--- config.mk ---
export PLATFORM = sky130hd
export DESIGN_NAME = multi_session
export DESIGN_NICKNAME = d
export VERILOG_FILES = /design/src/rtl/multi_session.sv
export SDC_FILE = /design/constraint.sdc
export NUM_CORES = 1
export LEC_CHECK = 0
export ABC_AREA = 0
export CORE_MARGIN = 10
export CORE_UTILIZATION = 61
export CTS_CLUSTER_DIAMETER = 200
export CTS_CLUSTER_SIZE = 24
export DETAILED_ROUTE_END_ITERATION = 7
export MAX_ROUTING_LAYER = met4
export PLACE_DENSITY = 0.86
export SETUP_SLACK_MARGIN = 0.1
export SYNTH_ARGS = -nofsm -noshare
export SYNTH_HDL_FRONTEND = slang
export SYNTH_SLANG_ARGS = --single-unit
--- constraint.sdc ---
create_clock -name clk -period 6.67 [get_ports clk]
set_input_delay 1.334 -clock clk [delete_from_list [all_inputs] [get_ports clk]]
set_output_delay 1.334 -clock clk [all_outputs]
set_load 0.01 [all_outputs]
--- src/rtl/multi_session.sv ---
// Multi-channel call session controller: per-channel call FSMs, a single shared transmit
// offer port with a valid/busy handshake, audio fan-out to connected peers, and a saturating receive mix.
module multi_session #(
  parameter int N_CH    = 2,
  parameter int ADDR_W  = 8,
  parameter int RING_TO = 1000,
  localparam int CH_W   = (N_CH > 1) ? $clog2(N_CH) : 1
) (
  input  logic                clk,
  input  logic                reset,
  input  logic [ADDR_W-1:0]   phoneNum,
  input  logic [4:0]          userInp,
  input  logic [CH_W-1:0]     userCh,
  input  logic [15:0]         audioIn,
  input  logic [1:0]          cmdIn,
  input  logic [15:0]         packetIn,
  input  logic [ADDR_W-1:0]   srcIn,
  input  logic                transportBusy,
  output logic                audioInFlag,
  output logic                audioOutFlag,
  output logic [15:0]         audioOut,
  output logic [1:0]          cmd,
  output logic [15:0]         dataOut,
  output logic [ADDR_W-1:0]   phoneOut,
  output logic                sessionBusy,
  output logic [3*N_CH-1:0]   current_state
);

  localparam int CNT_W = (RING_TO > 1) ? $clog2(RING_TO + 1) : 1;

  typedef enum logic [2:0] {
    S_IDLE      = 3'd0,
    S_DIALING   = 3'd1,
    S_RING_OUT  = 3'd2,
    S_INCOMING  = 3'd3,
    S_CONNECTED = 3'd4
  } state_t;

  state_t             r_state      [N_CH];
  logic [ADDR_W-1:0]  r_peer       [N_CH];
  logic [CNT_W-1:0]   r_cnt        [N_CH];
  logic [7:0]         r_pend_code  [N_CH];
  logic [ADDR_W-1:0]  r_pend_dst   [N_CH];
  logic [15:0]        r_sample     [N_CH];
  logic [N_CH-1:0]    r_pend_v;
  logic [N_CH-1:0]    r_aud_pend;
  logic [15:0]        r_aud_sample;
  logic               r_busy_v;
  logic [ADDR_W-1:0]  r_busy_dst;
  logic [1:0]         r_cmd;
  logic [15:0]        r_data;
  logic [ADDR_W-1:0]  r_phone;
  logic               r_off_ctrl;
  logic [CH_W-1:0]    r_off_ch;
  logic               r_ain_flag;
  logic               r_aout_flag;
  logic [15:0]        r_aout;

  logic [N_CH-1:0]    w_match, w_conn, w_idle, w_pkt_hit, w_pkt_aud, w_user_ok, w_timeout;
  logic               w_call_req, w_ctrl_rx, w_aud_rx, w_xfer, w_aud_busy;
  logic               w_ctrl_any, w_aud_any, w_any_idle;
  logic [CH_W-1:0]    w_ctrl_ch, w_aud_ch, w_alloc_ch;
  logic signed [18:0] w_sum;
  logic [15:0]        w_s;
  logic [15:0]        w_mix;

  assign w_call_req = (cmdIn == 2'b01) && (packetIn[7:0] == 8'h01);
  assign w_ctrl_rx  = (cmdIn == 2'b01) && !w_call_req;
  assign w_aud_rx   = (cmdIn == 2'b10);
  assign w_xfer     = (r_cmd != 2'b00) && !transportBusy;
  assign w_aud_busy = (|(r_aud_pend & w_conn)) || (r_cmd == 2'b10);

  genvar gi;
  generate
    for (gi = 0; gi < N_CH; gi++) begin : g_ch
      assign w_idle[gi]    = (r_state[gi] == S_IDLE);
      assign w_conn[gi]    = (r_state[gi] == S_CONNECTED);
      assign w_match[gi]   = !w_idle[gi] && (r_peer[gi] == srcIn);
      assign w_pkt_aud[gi] = w_aud_rx && w_match[gi] && w_conn[gi];
      // A packet claiming this channel suppresses any same-cycle user command on it.
      assign w_pkt_hit[gi] = (w_ctrl_rx && w_match[gi]) || w_pkt_aud[gi] ||
                             (w_call_req && w_any_idle && (w_alloc_ch == CH_W'(gi)));
      assign w_user_ok[gi] = (userCh == CH_W'(gi)) && !w_pkt_hit[gi];
      assign w_timeout[gi] = (r_state[gi] == S_RING_OUT) && (r_cnt[gi] == CNT_W'(RING_TO - 1));
      assign current_state[3*gi +: 3] = r_state[gi];
    end
  endgenerate

  // Priority encoders scan downward so the lowest index is the one left standing.
  always_comb begin
    w_ctrl_any = 1'b0;
    w_ctrl_ch  = '0;
    w_aud_any  = 1'b0;
    w_aud_ch   = '0;
    w_any_idle = 1'b0;
    w_alloc_ch = '0;
    for (int i = N_CH - 1; i >= 0; i--) begin
      if (r_pend_v[i]) begin
        w_ctrl_any = 1'b1;
        w_ctrl_ch  = CH_W'(i);
      end
      if (r_aud_pend[i] && w_conn[i]) begin
        w_aud_any = 1'b1;
        w_aud_ch  = CH_W'(i);
      end
      if (w_idle[i]) begin
        w_any_idle = 1'b1;
        w_alloc_ch = CH_W'(i);
      end
    end
  end

  // Mix uses the freshly received sample so the output reflects this cycle's packet.
  always_comb begin
    w_sum = '0;
    w_s   = '0;
    for (int i = 0; i < N_CH; i++) begin
      w_s = w_pkt_aud[i] ? packetIn : r_sample[i];
      if (w_conn[i]) w_sum = w_sum + {{3{w_s[15]}}, w_s};
    end
    if (w_sum > 19'sd32767)       w_mix = 16'h7FFF;
    else if (w_sum < -19'sd32768) w_mix = 16'h8000;
    else                          w_mix = w_sum[15:0];
  end

  always_ff @(posedge clk or negedge reset) begin
    if (!reset) begin
      for (int i = 0; i < N_CH; i++) begin
        r_state[i]     <= S_IDLE;
        r_peer[i]      <= '0;
        r_cnt[i]       <= '0;
        r_pend_code[i] <= '0;
        r_pend_dst[i]  <= '0;
        r_sample[i]    <= '0;
      end
      r_pend_v     <= '0;
      r_aud_pend   <= '0;
      r_aud_sample <= '0;
      r_busy_v     <= 1'b0;
      r_busy_dst   <= '0;
      r_cmd        <= 2'b00;
      r_data       <= '0;
      r_phone      <= '0;
      r_off_ctrl   <= 1'b0;
      r_off_ch     <= '0;
      r_ain_flag   <= 1'b0;
      r_aout_flag  <= 1'b0;
      r_aout       <= '0;
    end else begin
      if (w_xfer) begin
        r_cmd <= 2'b00;
        if (r_off_ctrl && (r_data[7:0] == 8'h01) && (r_state[r_off_ch] == S_DIALING))
          r_state[r_off_ch] <= S_RING_OUT;
      end else if (r_cmd == 2'b00) begin
        // Loading an offer consumes its slot, so a word queued later waits behind it.
        if (r_busy_v) begin
          r_cmd      <= 2'b01;
          r_data     <= 16'h0003;
          r_phone    <= r_busy_dst;
          r_busy_v   <= 1'b0;
          r_off_ctrl <= 1'b0;
        end else if (w_ctrl_any) begin
          r_cmd              <= 2'b01;
          r_data             <= {8'h00, r_pend_code[w_ctrl_ch]};
          r_phone            <= r_pend_dst[w_ctrl_ch];
          r_pend_v[w_ctrl_ch] <= 1'b0;
          r_off_ctrl         <= 1'b1;
          r_off_ch           <= w_ctrl_ch;
        end else if (w_aud_any) begin
          r_cmd                <= 2'b10;
          r_data               <= r_aud_sample;
          r_phone              <= r_peer[w_aud_ch];
          r_aud_pend[w_aud_ch] <= 1'b0;
          r_off_ctrl           <= 1'b0;
        end
      end

      r_ain_flag <= (|w_conn) && !w_aud_busy && !r_ain_flag;
      if (r_ain_flag) begin
        r_aud_sample <= audioIn;
        r_aud_pend   <= w_conn;
      end

      r_aout_flag <= |w_pkt_aud;
      if (|w_pkt_aud) r_aout <= w_mix;

      if (w_call_req && !w_any_idle) begin
        r_busy_v   <= 1'b1;
        r_busy_dst <= srcIn;
      end

      for (int i = 0; i < N_CH; i++) begin
        r_cnt[i] <= (r_state[i] == S_RING_OUT) ? r_cnt[i] + CNT_W'(1) : '0;
        if (!w_conn[i]) r_aud_pend[i] <= 1'b0;
        if (w_pkt_hit[i]) begin
          if (w_call_req) begin
            r_state[i] <= S_INCOMING;
            r_peer[i]  <= srcIn;
          end else if (w_aud_rx) begin
            r_sample[i] <= packetIn;
          end else if (packetIn[7:0] == 8'h04) begin
            r_state[i]  <= S_IDLE;
            r_sample[i] <= '0;
          end else if ((r_state[i] == S_RING_OUT) && (packetIn[7:0] == 8'h02)) begin
            r_state[i] <= S_CONNECTED;
          end else if ((r_state[i] == S_RING_OUT) && (packetIn[7:0] == 8'h03)) begin
            r_state[i] <= S_IDLE;
          end
        end else if (w_timeout[i]) begin
          r_state[i]     <= S_IDLE;
          r_pend_v[i]    <= 1'b1;
          r_pend_code[i] <= 8'h04;
          r_pend_dst[i]  <= r_peer[i];
        end else if (w_user_ok[i]) begin
          case (userInp)
            5'h01: if (w_idle[i]) begin
              r_state[i]     <= S_DIALING;
              r_peer[i]      <= phoneNum;
              r_pend_v[i]    <= 1'b1;
              r_pend_code[i] <= 8'h01;
              r_pend_dst[i]  <= phoneNum;
            end
            5'h02: if (r_state[i] == S_INCOMING) begin
              r_state[i]     <= S_CONNECTED;
              r_pend_v[i]    <= 1'b1;
              r_pend_code[i] <= 8'h02;
              r_pend_dst[i]  <= r_peer[i];
            end
            5'h03: if (!w_idle[i]) begin
              r_state[i]     <= S_IDLE;
              r_sample[i]    <= '0;
              r_pend_v[i]    <= 1'b1;
              r_pend_code[i] <= 8'h04;
              r_pend_dst[i]  <= r_peer[i];
            end
            5'h04: if (r_state[i] == S_INCOMING) begin
              r_state[i]     <= S_IDLE;
              r_pend_v[i]    <= 1'b1;
              r_pend_code[i] <= 8'h03;
              r_pend_dst[i]  <= r_peer[i];
            end
            default: ;
          endcase
        end
      end
    end
  end

  assign cmd          = r_cmd;
  assign dataOut      = r_data;
  assign phoneOut     = r_phone;
  assign audioInFlag  = r_ain_flag;
  assign audioOutFlag = r_aout_flag;
  assign audioOut     = r_aout;
  assign sessionBusy  = ~&w_idle;

endmodule

==> impl_metrics.tcl, run 1 <==
set metrics [dict create \
    period_needed_ns 6.05 \
    nFillCells 1026 \
    finClkSkew_ns 0.00976 \
    grt_setup_unrepaired "false" \
    cts_resized 0 \
    portBuffers 109 \
    initial_core_util_pct 61.8 \
    gr-total-overflow 0 \
    grtUsageMet1_pct 32.0 \
    syn_avg_cell_area_sq_um 10.3 \
    die_w_microns 144 \
    globalplace.congestion 0.933 \
    hold_viol 0 \
    crit_top_cell "o21ai_1" \
    fmax_mhz 165 \
    synth_flop_cell "dfrtp_1" \
    synth_cells 905 \
    synthArstFlopShare_pct 100 \
    crit_family "compound AO/OA/AOI/OAI gates" \
    slew_violations 0 \
    insertion_delay_ns 0.43 \
    start_kind "input pin" \
    yosysSeqAreaShare_pct 45.9 \
    ioPinCount 110 \
    cp_cell_sequence "clkdlybuf4s50_1 -> xnor2_1 -> nand4_1 -> or4b_1 -> and2_1 -> a22o_1 -> ha_1 -> fa_1 -> a21o_1 -> a221oi_1 -> o21ai_1 -> a2bb2oi_1 -> o21ai_1 -> o2111ai_1 -> o211ai_1" \
    drive_above_1_share_pct 12.1 \
    post_cts_buffers 0 \
    cts_tree "built" \
    dr.pass1.iters 7 \
    layout_common_cells "171 x dfrtp_1, 108 x clkdlybuf4s50_1, 96 x nand2_1" \
    grt_pass1_vias 7395 \
    top_usage_layer "met2" \
    utilization_pct 74.0 \
    slowest_delay_ns 0.57 \
    worst_pin_slew_ns 1.10 \
    fin_crit_sh_pct 90.6 \
    ir_worst_vdd_mv 0.180 \
    drv_cap 0 \
    clock_sinks 171 \
    crit_slowest_cell "or4b_1" \
    worst-setup-path-type "in -> reg" \
    first_iter_violations 736 \
    layout.nets 1073 \
    synthDistinctLibCells 64 \
    grt_pass1_wl_microns 38200 \
    route.detailed.drc 0 \
    route.vias.total 7649 \
    cellPowerDensity_nw_per_um2 241 \
    dp_hpwl_microns 17100 \
    wl_microns 24100 \
    synthToLayoutAreaGrowth_pct 19.7 \
    ys_seq_elements 171 \
    numCtsBuffers 17 \
    track_usage_pct 23.8 \
    avgViaCountPerCell 6.40 \
    max_slew_margin_pct 26.8 \
    core_area_sq_um 15100 \
    die_h_microns 144 \
    outcome "complete, no violations" \
    cts_buffer_depth 2 \
    setup_violations 0 \
    grt_use_met2_pct 34.7 \
    end_kind "register" \
    syn_area_sq_um 9330 \
    synth-edff-count 0 \
    r2r_setup_slack_ns 1.64 \
    yosys_warnings 0 \
    path_buf_inv 1 \
    antenna_cells 0 \
    final_antenna_net_count 0 \
    wl_per_cell_microns 20.2 \
    final_common_cell "dfrtp_1" \
    grt_util_met3_pct 5.61 \
    root_buffer "clkbuf_16" \
    critPathRequiredTime_ns 6.91 \
    worstPathMaxFanout 17 \
    grt_max_degree 113 \
    power_leakage_nw 4.87 \
    final.setup.tns_ns 0 \
    cp.arrival_ns 6.28 \
    cts.clk_slew.worst_paths_ns 0.06 \
    grt_antenna_before_repair 0 \
    holdBufCountCts 0 \
    htree_levels 4 \
    design.die.area_sq_um 20600 \
    row_count 45 \
    hold_class "reg -> reg" \
    syn_nets 983 \
]
[cells in the mapped netlist, types with 8 or more instances]
| master | n | area, sq um |
|---|---|---|
| buf_2 | 13 | 65.1 |
| xnor2_1 | 27 | 236 |
| nor2_1 | 46 | 173 |
| o21ai_0 | 56 | 280 |
| nor3_1 | 13 | 65.1 |
| xor2_1 | 13 | 114 |
| o22a_1 | 9 | 78.8 |
| mux2i_1 | 39 | 390 |
| or3_1 | 9 | 56.3 |
| a21o_1 | 8 | 60.1 |
| mux2_2 | 69 | 777 |
| clkbuf_1 | 32 | 120 |
| o21a_1 | 9 | 67.6 |
| nand2_1 | 96 | 360 |
| a21oi_1 | 38 | 190 |
| ha_1 | 18 | 225 |
| dfrtp_1 | 171 | 4280 |
| and3_1 | 13 | 81.3 |
| inv_1 | 14 | 52.6 |
| nand3_1 | 28 | 140 |
| a22o_1 | 62 | 543 |
| o211ai_1 | 24 | 180 |
[report_power, final]
part	switching (mW)	total [mW]	leakage, nW	internal (mW)
Combinational	0.212	0.421	2.24	0.210
Clock	0.390	1.04	0.300	0.654
Sequential	0.0918	1.23	2.33	1.14
[worst register-to-register path, stage by stage (launching register included)]
cell and delay [ns]:
dfrtp_1 0.56, nor3_1 0.16, nor3_1 0.19, or4b_1 0.52, and2_1 0.41, a22o_1 0.34
ha_1 0.22, fa_1 0.41, a21o_1 0.22, a221oi_1 0.39, o21ai_1 0.27, a2bb2oi_1 0.31
o21ai_1 0.15, o2111ai_1 0.45, o211ai_1 0.22
[through the flow]
stage / cell area [sq um] / hold slack, ns / worst slack [ns] / std cells / total power, mW
floorplan: 9330 / 0.442 / 1.22 / 905 / 1.46
global placement: 10600 / 0.459 / 0.516 / 1164 / 1.65
detailed placement: 10600 / 0.463 / 0.313 / 1164 / 1.66
CTS: 11200 / 0.480 / 0.736 / 1195 / 2.71
finish: 11200 / 0.481 / 0.624 / 1195 / 2.70
global route: 11200 / 0.501 / 0.328 / 1195 / 2.80
[final cells by class]
| type | instances | area (sq um) | share of cell area [%] |
|---|---|---|---|
| timing repair buffer | 120 | 1190 | 10.6 |
| multi-input combinational | 671 | 4800 | 42.9 |
| tap | 188 | 235 | 2.11 |
| clock buffer | 24 | 482 | 4.31 |
| inverter | 14 | 52.6 | 0.470 |
| clock inverter | 7 | 138 | 1.23 |
| sequential | 171 | 4280 | 38.3 |
[flip-flops by register name, indices dropped and copies added, names as in the netlist, 2 cells and up]
name	cells
r_sample	32
r_aud_sample	16
r_busy_dst	8
phoneOut	8
audioOut	16
r_pend_dst	16
r_pend_code	6
r_aud_pend	2
dataOut	16
current_state	6
r_cnt	20
r_peer	16
cmd	2
r_pend_v	2
[path summary, 6_finish.rpt]
path                               endpoint  cells after the start              from
worst max-delay path            audioOut[1]                     15          srcIn[3]
max in group asynchronous       r_sample[3]                      2             reset
worst max register to register  audioOut[1]                     14  current_state[2]
worst min-delay path             r_off_ctrl                      2        r_off_ctrl
worst min register to register   r_off_ctrl                      2        r_off_ctrl
min in group asynchronous       dataOut[12]                      1             reset
[logic make-up after synthesis]
| logic type | share of synthesized area [%] |
|---|---|
| AO/OA/AOI/OAI | 18.4 |
| XOR/XNOR | 3.76 |
| adder cells (fa/ha/maj) | 2.63 |
| buffers and inverters | 2.79 |
| flip-flops | 45.9 |
| multiplexers | 12.8 |
| AND/OR/NAND/NOR | 13.8 |
[layer usage]
layer | share of wire (%) | vias to the layer above | routed length [microns]
met5 | 0 | - | 0
met4 | 1.8 | 0 | 444
met3 | 8.2 | 41 | 1980
met2 | 45 | 336 | 10900
met1 | 45 | 3744 | 10800
li1 | - | 3528 | -
Power figures use the tool's default switching activity.
==> inputs of run 2 (changes only) <==
CORE_UTILIZATION = 39   (was 61)
PLACE_DENSITY = default   (was 0.86)
==> impl_metrics.tcl, run 2 (synthesis results as in run 1) <==
set metrics [dict create \
    wl_per_cell_microns 18.9 \
    hold_viol 0 \
    worstPathMaxFanout 17 \
    r2r_cells 14 \
    place_area_sq_um 10700 \
    period_needed_ns 6.07 \
    fin_crit_sh_pct 91.1 \
    avgViaCountPerCell 5.45 \
    cellPowerDensity_nw_per_um2 235 \
    cp.arrival_ns 6.32 \
    fmax_mhz 165 \
    final_antenna_net_count 0 \
    synthToLayoutAreaGrowth_pct 21.4 \
    hold_depth 2 \
    holdBufCountCts 0 \
    internal_power_mw 1.86 \
    worst_pin_slew_ns 1.20 \
    reg.largest.list "r_sample: 32 flops, r_cnt: 20 flops" \
    layout_common_cells "171 x dfrtp_1, 108 x clkdlybuf4s50_1, 96 x nand2_1" \
    cts_buffer_depth 2 \
    crit_start "srcIn[7]" \
    largest_reg_flops 32 \
    final_common_cell "dfrtp_1" \
    critPathRequiredTime_ns 6.92 \
    clock_sinks 171 \
    r2r_setup_slack_ns 1.50 \
    antenna_cells 0 \
    design_area_sq_um 11300 \
    grt_pass1_wl_microns 39900 \
    grt_max_degree 64 \
    finClkSkew_ns 0.0140 \
    root_buffer "clkbuf_16" \
    outcome "complete, no violations" \
    route.detailed.drc 0 \
    p_comb_share_pct 15.8 \
    grt_setup_unrepaired "false" \
    insertion_delay_ns 0.44 \
    hold_class "reg -> reg" \
    pre_cts_slack_ns 0.172 \
    grt_pass1_vias 7035 \
    post_cts_buffers 0 \
    layout.nets 1072 \
    dp_hpwl_microns 18000 \
    track_usage_pct 16.6 \
    power.clock.fraction_pct 38.2 \
    drive_above_1_share_pct 12.6 \
    switching_share_pct 30.2 \
    timing.rr.start "current_state[2]" \
    layout_setup_ws_ns 0.596 \
    p_seq_share_pct 46.0 \
    portBuffers 109 \
    largest-register "r_sample" \
    netSwitchingPower_uw 804 \
    r2r_end "audioOut[7]" \
    end_kind "register" \
    multi_input_area_sq_um 4800 \
    die_w_microns 175 \
    regArea_sq_um 4280 \
    setup_violations 0 \
    dr.pass1.iters 5 \
    final.setup.tns_ns 0 \
    route.vias.total 7232 \
    die_h_microns 175 \
    core_area_sq_um 23500 \
    drv_cap 0 \
    numCtsBuffers 17 \
    first_iter_violations 448 \
    cts_tree "built" \
    row_count 56 \
    design.die.area_sq_um 30500 \
    cts_resized 0 \
    globalplace.congestion 0.920 \
    wl_microns 25000 \
    cp-endpoint "audioOut[7]" \
    gr-total-overflow 0 \
    slew_violations 0 \
    start_kind "input pin" \
    initial_core_util_pct 39.7 \
    nFillCells 2191 \
    max_slew_margin_pct 19.2 \
    worst-setup-path-type "in -> reg" \
    ioPinCount 110 \
    htree_levels 4 \
    power_leakage_nw 4.86 \
    ir_worst_vdd_mv 0.140 \
    cts.clk_slew.worst_paths_ns 0.08 \
    grt_antenna_before_repair 0 \
]
-- run 2: changes by cell type in the layout (fill, tap and decap cells not counted), moves of 2 or more --
cell | before | now
clkinv_8 | 0 | 6
bufinv_16 | 4 | 0
clkbuf_1 | 4 | 0
inv_8 | 0 | 4
clkbuf_8 | 3 | 0
clkinv_2 | 2 | 0
clkinv_4 | 0 | 2
-- run 2: layer usage --
metal / part of all wire, % / global-route usage [%]
met1: 48 / 22.2
met2: 46 / 25.1
met3: 4.8 / 3.64
met4: 1.0 / 4.17
met5: 0 / -
-- run 2: worst min-delay path by stage --
| stage | startpoint | end | slack, ns |
|---|---|---|---|
| 2_1_floorplan | r_off_ctrl | r_off_ctrl | 0.44 |
| 3_3_place_gp | r_pend_code[8] | r_pend_code[8] | 0.46 |
| 3_5_place_dp | r_pend_code[9] | r_pend_code[9] | 0.47 |
| 4_1_cts | r_aud_sample[11] | dataOut[11] | 0.48 |
| 5_1_grt | r_sample[2] | r_sample[2] | 0.51 |
| 6_report | r_pend_dst[4] | r_pend_dst[4] | 0.48 |
-- run 2: metrics by stage --
| stage | utilization, % | std cells | hold WS [ns] | power (mW) |
|---|---|---|---|---|
| global route | 48.3 | 1326 | 0.509 | 2.80 |
| global placement | 45.6 | 1294 | 0.456 | 1.66 |
| finish | 48.3 | 1326 | 0.481 | 2.66 |
| floorplan | - | 905 | 0.442 | 1.46 |
| CTS | 48.3 | 1326 | 0.482 | 2.70 |
| detailed placement | 45.6 | 1294 | 0.470 | 1.67 |
-- run 2: cell type report --
class / count / share of cell area, %
inverter: 14 / 0.464
timing repair buffer: 119 / 10.4
clock buffer: 17 / 3.76
sequential: 171 / 37.8
multi-input combinational: 671 / 42.4
tap: 319 / 3.52
clock inverter: 15 / 1.70
-- run 2: power by group through the flow --
stage | combinational, mW | sequential [mW] | clock, mW
floorplan | 0.223 | 1.23 | 0
global placement | 0.421 | 1.24 | 0
detailed placement | 0.425 | 1.25 | 0
CTS | 0.426 | 1.23 | 1.05
global route | 0.463 | 1.24 | 1.09
finish | 0.421 | 1.23 | 1.02
-- run 2: critical path, stage by stage --
cell and delay (ns):
clkdlybuf4s50_1 0.50, xnor2_1 0.32, nand4_1 0.14, or4b_1 0.58, and2_1 0.43, a22o_1 0.34
ha_1 0.22, fa_1 0.41, a21o_1 0.21, a221oi_1 0.43, o21ai_1 0.28, a2bb2oi_1 0.30
o21ai_1 0.15, o2111ai_1 0.46, o211ai_1 0.21
==> inputs of run 3 (changes only) <==
CTS_BUF_LIST = sky130_fd_sc_hd__clkbuf_8 sky130_fd_sc_hd__clkbuf_16   (was default)
SLEW_MARGIN = 30   (was default)
==> impl_metrics.tcl, run 3 (synthesis results as in run 1) <==
set metrics [dict create \
    cts_tree "built" \
    layout_common_cells "171 x dfrtp_1, 108 x clkdlybuf4s50_1, 96 x nand2_1" \
    die_h_microns 175 \
    holdBufCountCts 0 \
    grt_setup_unrepaired "false" \
    slew_violations 0 \
    placedCellCount 1294 \
    cts.clk_slew.worst_paths_ns 0.08 \
    drive_above_1_share_pct 12.8 \
    finClkSkew_ns 0.0194 \
    core_area_sq_um 23500 \
    r2r_end "audioOut[7]" \
    ioPinCount 110 \
    instances_no_fill 1327 \
    die_w_microns 175 \
    cellPowerDensity_nw_per_um2 235 \
    fmax_mhz 166 \
    period_needed_ns 6.02 \
    fin_crit_sh_pct 90.3 \
    root_buffer "clkbuf_16" \
    largest-register "r_sample" \
    pre_cts_slack_ns 0.229 \
    place_area_sq_um 10700 \
    reg.largest.list "r_sample: 32 flops, r_cnt: 20 flops" \
    first_iter_violations 520 \
    hold_class "reg -> reg" \
    insertion_delay_ns 0.45 \
    cts_buffer_depth 2 \
    power.clock.fraction_pct 38.3 \
    final.setup.tns_ns 0 \
    route.detailed.drc 0 \
    design.die.area_sq_um 30500 \
    cp.arrival_ns 6.30 \
    worstPathMaxFanout 17 \
    design_area_sq_um 11400 \
    final_common_cell "dfrtp_1" \
    post_cts_buffers 0 \
    initial_core_util_pct 39.7 \
    htree_levels 4 \
    largest_reg_flops 32 \
    timing.rr.start "current_state[2]" \
    power.total_mw 2.67 \
    gr-total-overflow 0 \
    wl_microns 25000 \
    slowest_delay_ns 0.59 \
    numCtsBuffers 17 \
    ir_worst_vdd_mv 0.181 \
    grt_pass1_wl_microns 40000 \
    cts_resized 0 \
    r2r_cells 15 \
    hold_path_end "r_pend_dst[4]" \
    critPathRequiredTime_ns 6.95 \
    power_leakage_nw 4.87 \
    netSwitchingPower_uw 807 \
    grt_antenna_before_repair 1 \
    end_kind "register" \
    grt_max_degree 64 \
    switching_share_pct 30.2 \
    portBuffers 109 \
    nFillCells 2193 \
    internal_power_mw 1.86 \
    max_slew_margin_pct 38.0 \
    p_comb_share_pct 15.8 \
    cp_cell_sequence "clkdlybuf4s50_1 -> xnor2_1 -> nand4_1 -> or4b_1 -> and2_1 -> a22o_1 -> ha_1 -> fa_1 -> a21o_1 -> a221oi_1 -> o21ai_1 -> a2bb2oi_1 -> o21ai_1 -> o31ai_2 -> buf_4 -> o211ai_1" \
    crit_top_cell "o21ai_1" \
    final_antenna_net_count 0 \
    drv_cap 0 \
    hold_depth 2 \
    start_kind "input pin" \
    layout.nets 1072 \
    crit_slowest_cell "or4b_1" \
    row_count 56 \
    dp_hpwl_microns 18000 \
    p_seq_share_pct 46.0 \
    path_buf_inv 2 \
    route.vias.total 7265 \
    globalplace.congestion 0.920 \
    layout_setup_ws_ns 0.646 \
    worst_pin_slew_ns 0.930 \
    wl_per_cell_microns 18.9 \
    worst-setup-path-type "in -> reg" \
    grt_pass1_vias 7125 \
    hp-start "r_pend_dst[4]" \
    hold_viol 0 \
    crit_family "compound AO/OA/AOI/OAI gates" \
    outcome "complete, no violations" \
    dr.pass1.iters 4 \
    setup_violations 0 \
    track_usage_pct 16.7 \
    r2r_setup_slack_ns 1.61 \
    clock_sinks 171 \
    avgViaCountPerCell 5.47 \
    synthToLayoutAreaGrowth_pct 21.8 \
]
[run 3: per-stage QoR]
step	utilization, %	hold slack, ns
after floorplan	-	0.442
after global placement	45.6	0.456
after detailed placement	45.7	0.470
after CTS	48.4	0.484
after global routing	48.4	0.509
final	48.4	0.483
[run 3: worst max-delay path by stage]
stage | start | endpoint | slack, ns | cells past startpoint
after floorplan | srcIn[6] | audioOut[10] | 1.22 | 17
after global placement | srcIn[7] | audioOut[10] | 0.32 | 15
after detailed placement | srcIn[7] | audioOut[7] | 0.23 | 16
after CTS | srcIn[7] | audioOut[7] | 0.69 | 16
after global routing | srcIn[7] | audioOut[7] | 0.33 | 16
final | srcIn[7] | audioOut[7] | 0.65 | 16
[run 3: power by group through the flow]
stage	sequential, mW	combinational, mW	clock [mW]
floorplan	1.23	0.223	0
global placement	1.24	0.421	0
detailed placement	1.25	0.426	0
CTS	1.23	0.427	1.05
global route	1.24	0.464	1.10
finish	1.23	0.421	1.02
[run 3: worst reg2reg max path, delay by kind of cell, from the launching register on]
kind / cells / cell delay, ns
AO/OA/AOI/OAI: 8 / 2.07
flip-flops: 1 / 0.58
AND/OR/NAND/NOR: 4 / 1.36
buffers and inverters: 1 / 0.23
adder cells (fa/ha/maj): 2 / 0.63
[run 3: per-layer routing]
metal  vias up  global-route usage (%)  wire [microns]
met2       132                    25.1           11500
met4         0                    4.06             301
met1      3583                    22.6           12200
met5         -                       -               0
li1       3527                       -               -
met3        23                    3.38             984
[run 3: cell type report]
class                   instances  area, sq um  area share, %
multi-input cells             671         4830           42.5
well taps                     319          399           3.51
inverters                      14         52.6          0.463
flip-flops and latches        171         4280           37.7
clock buffers                  17          425           3.74
repair buffers                119         1180           10.4
clock inverters                15          193           1.70
diodes                          1         2.50         0.0220
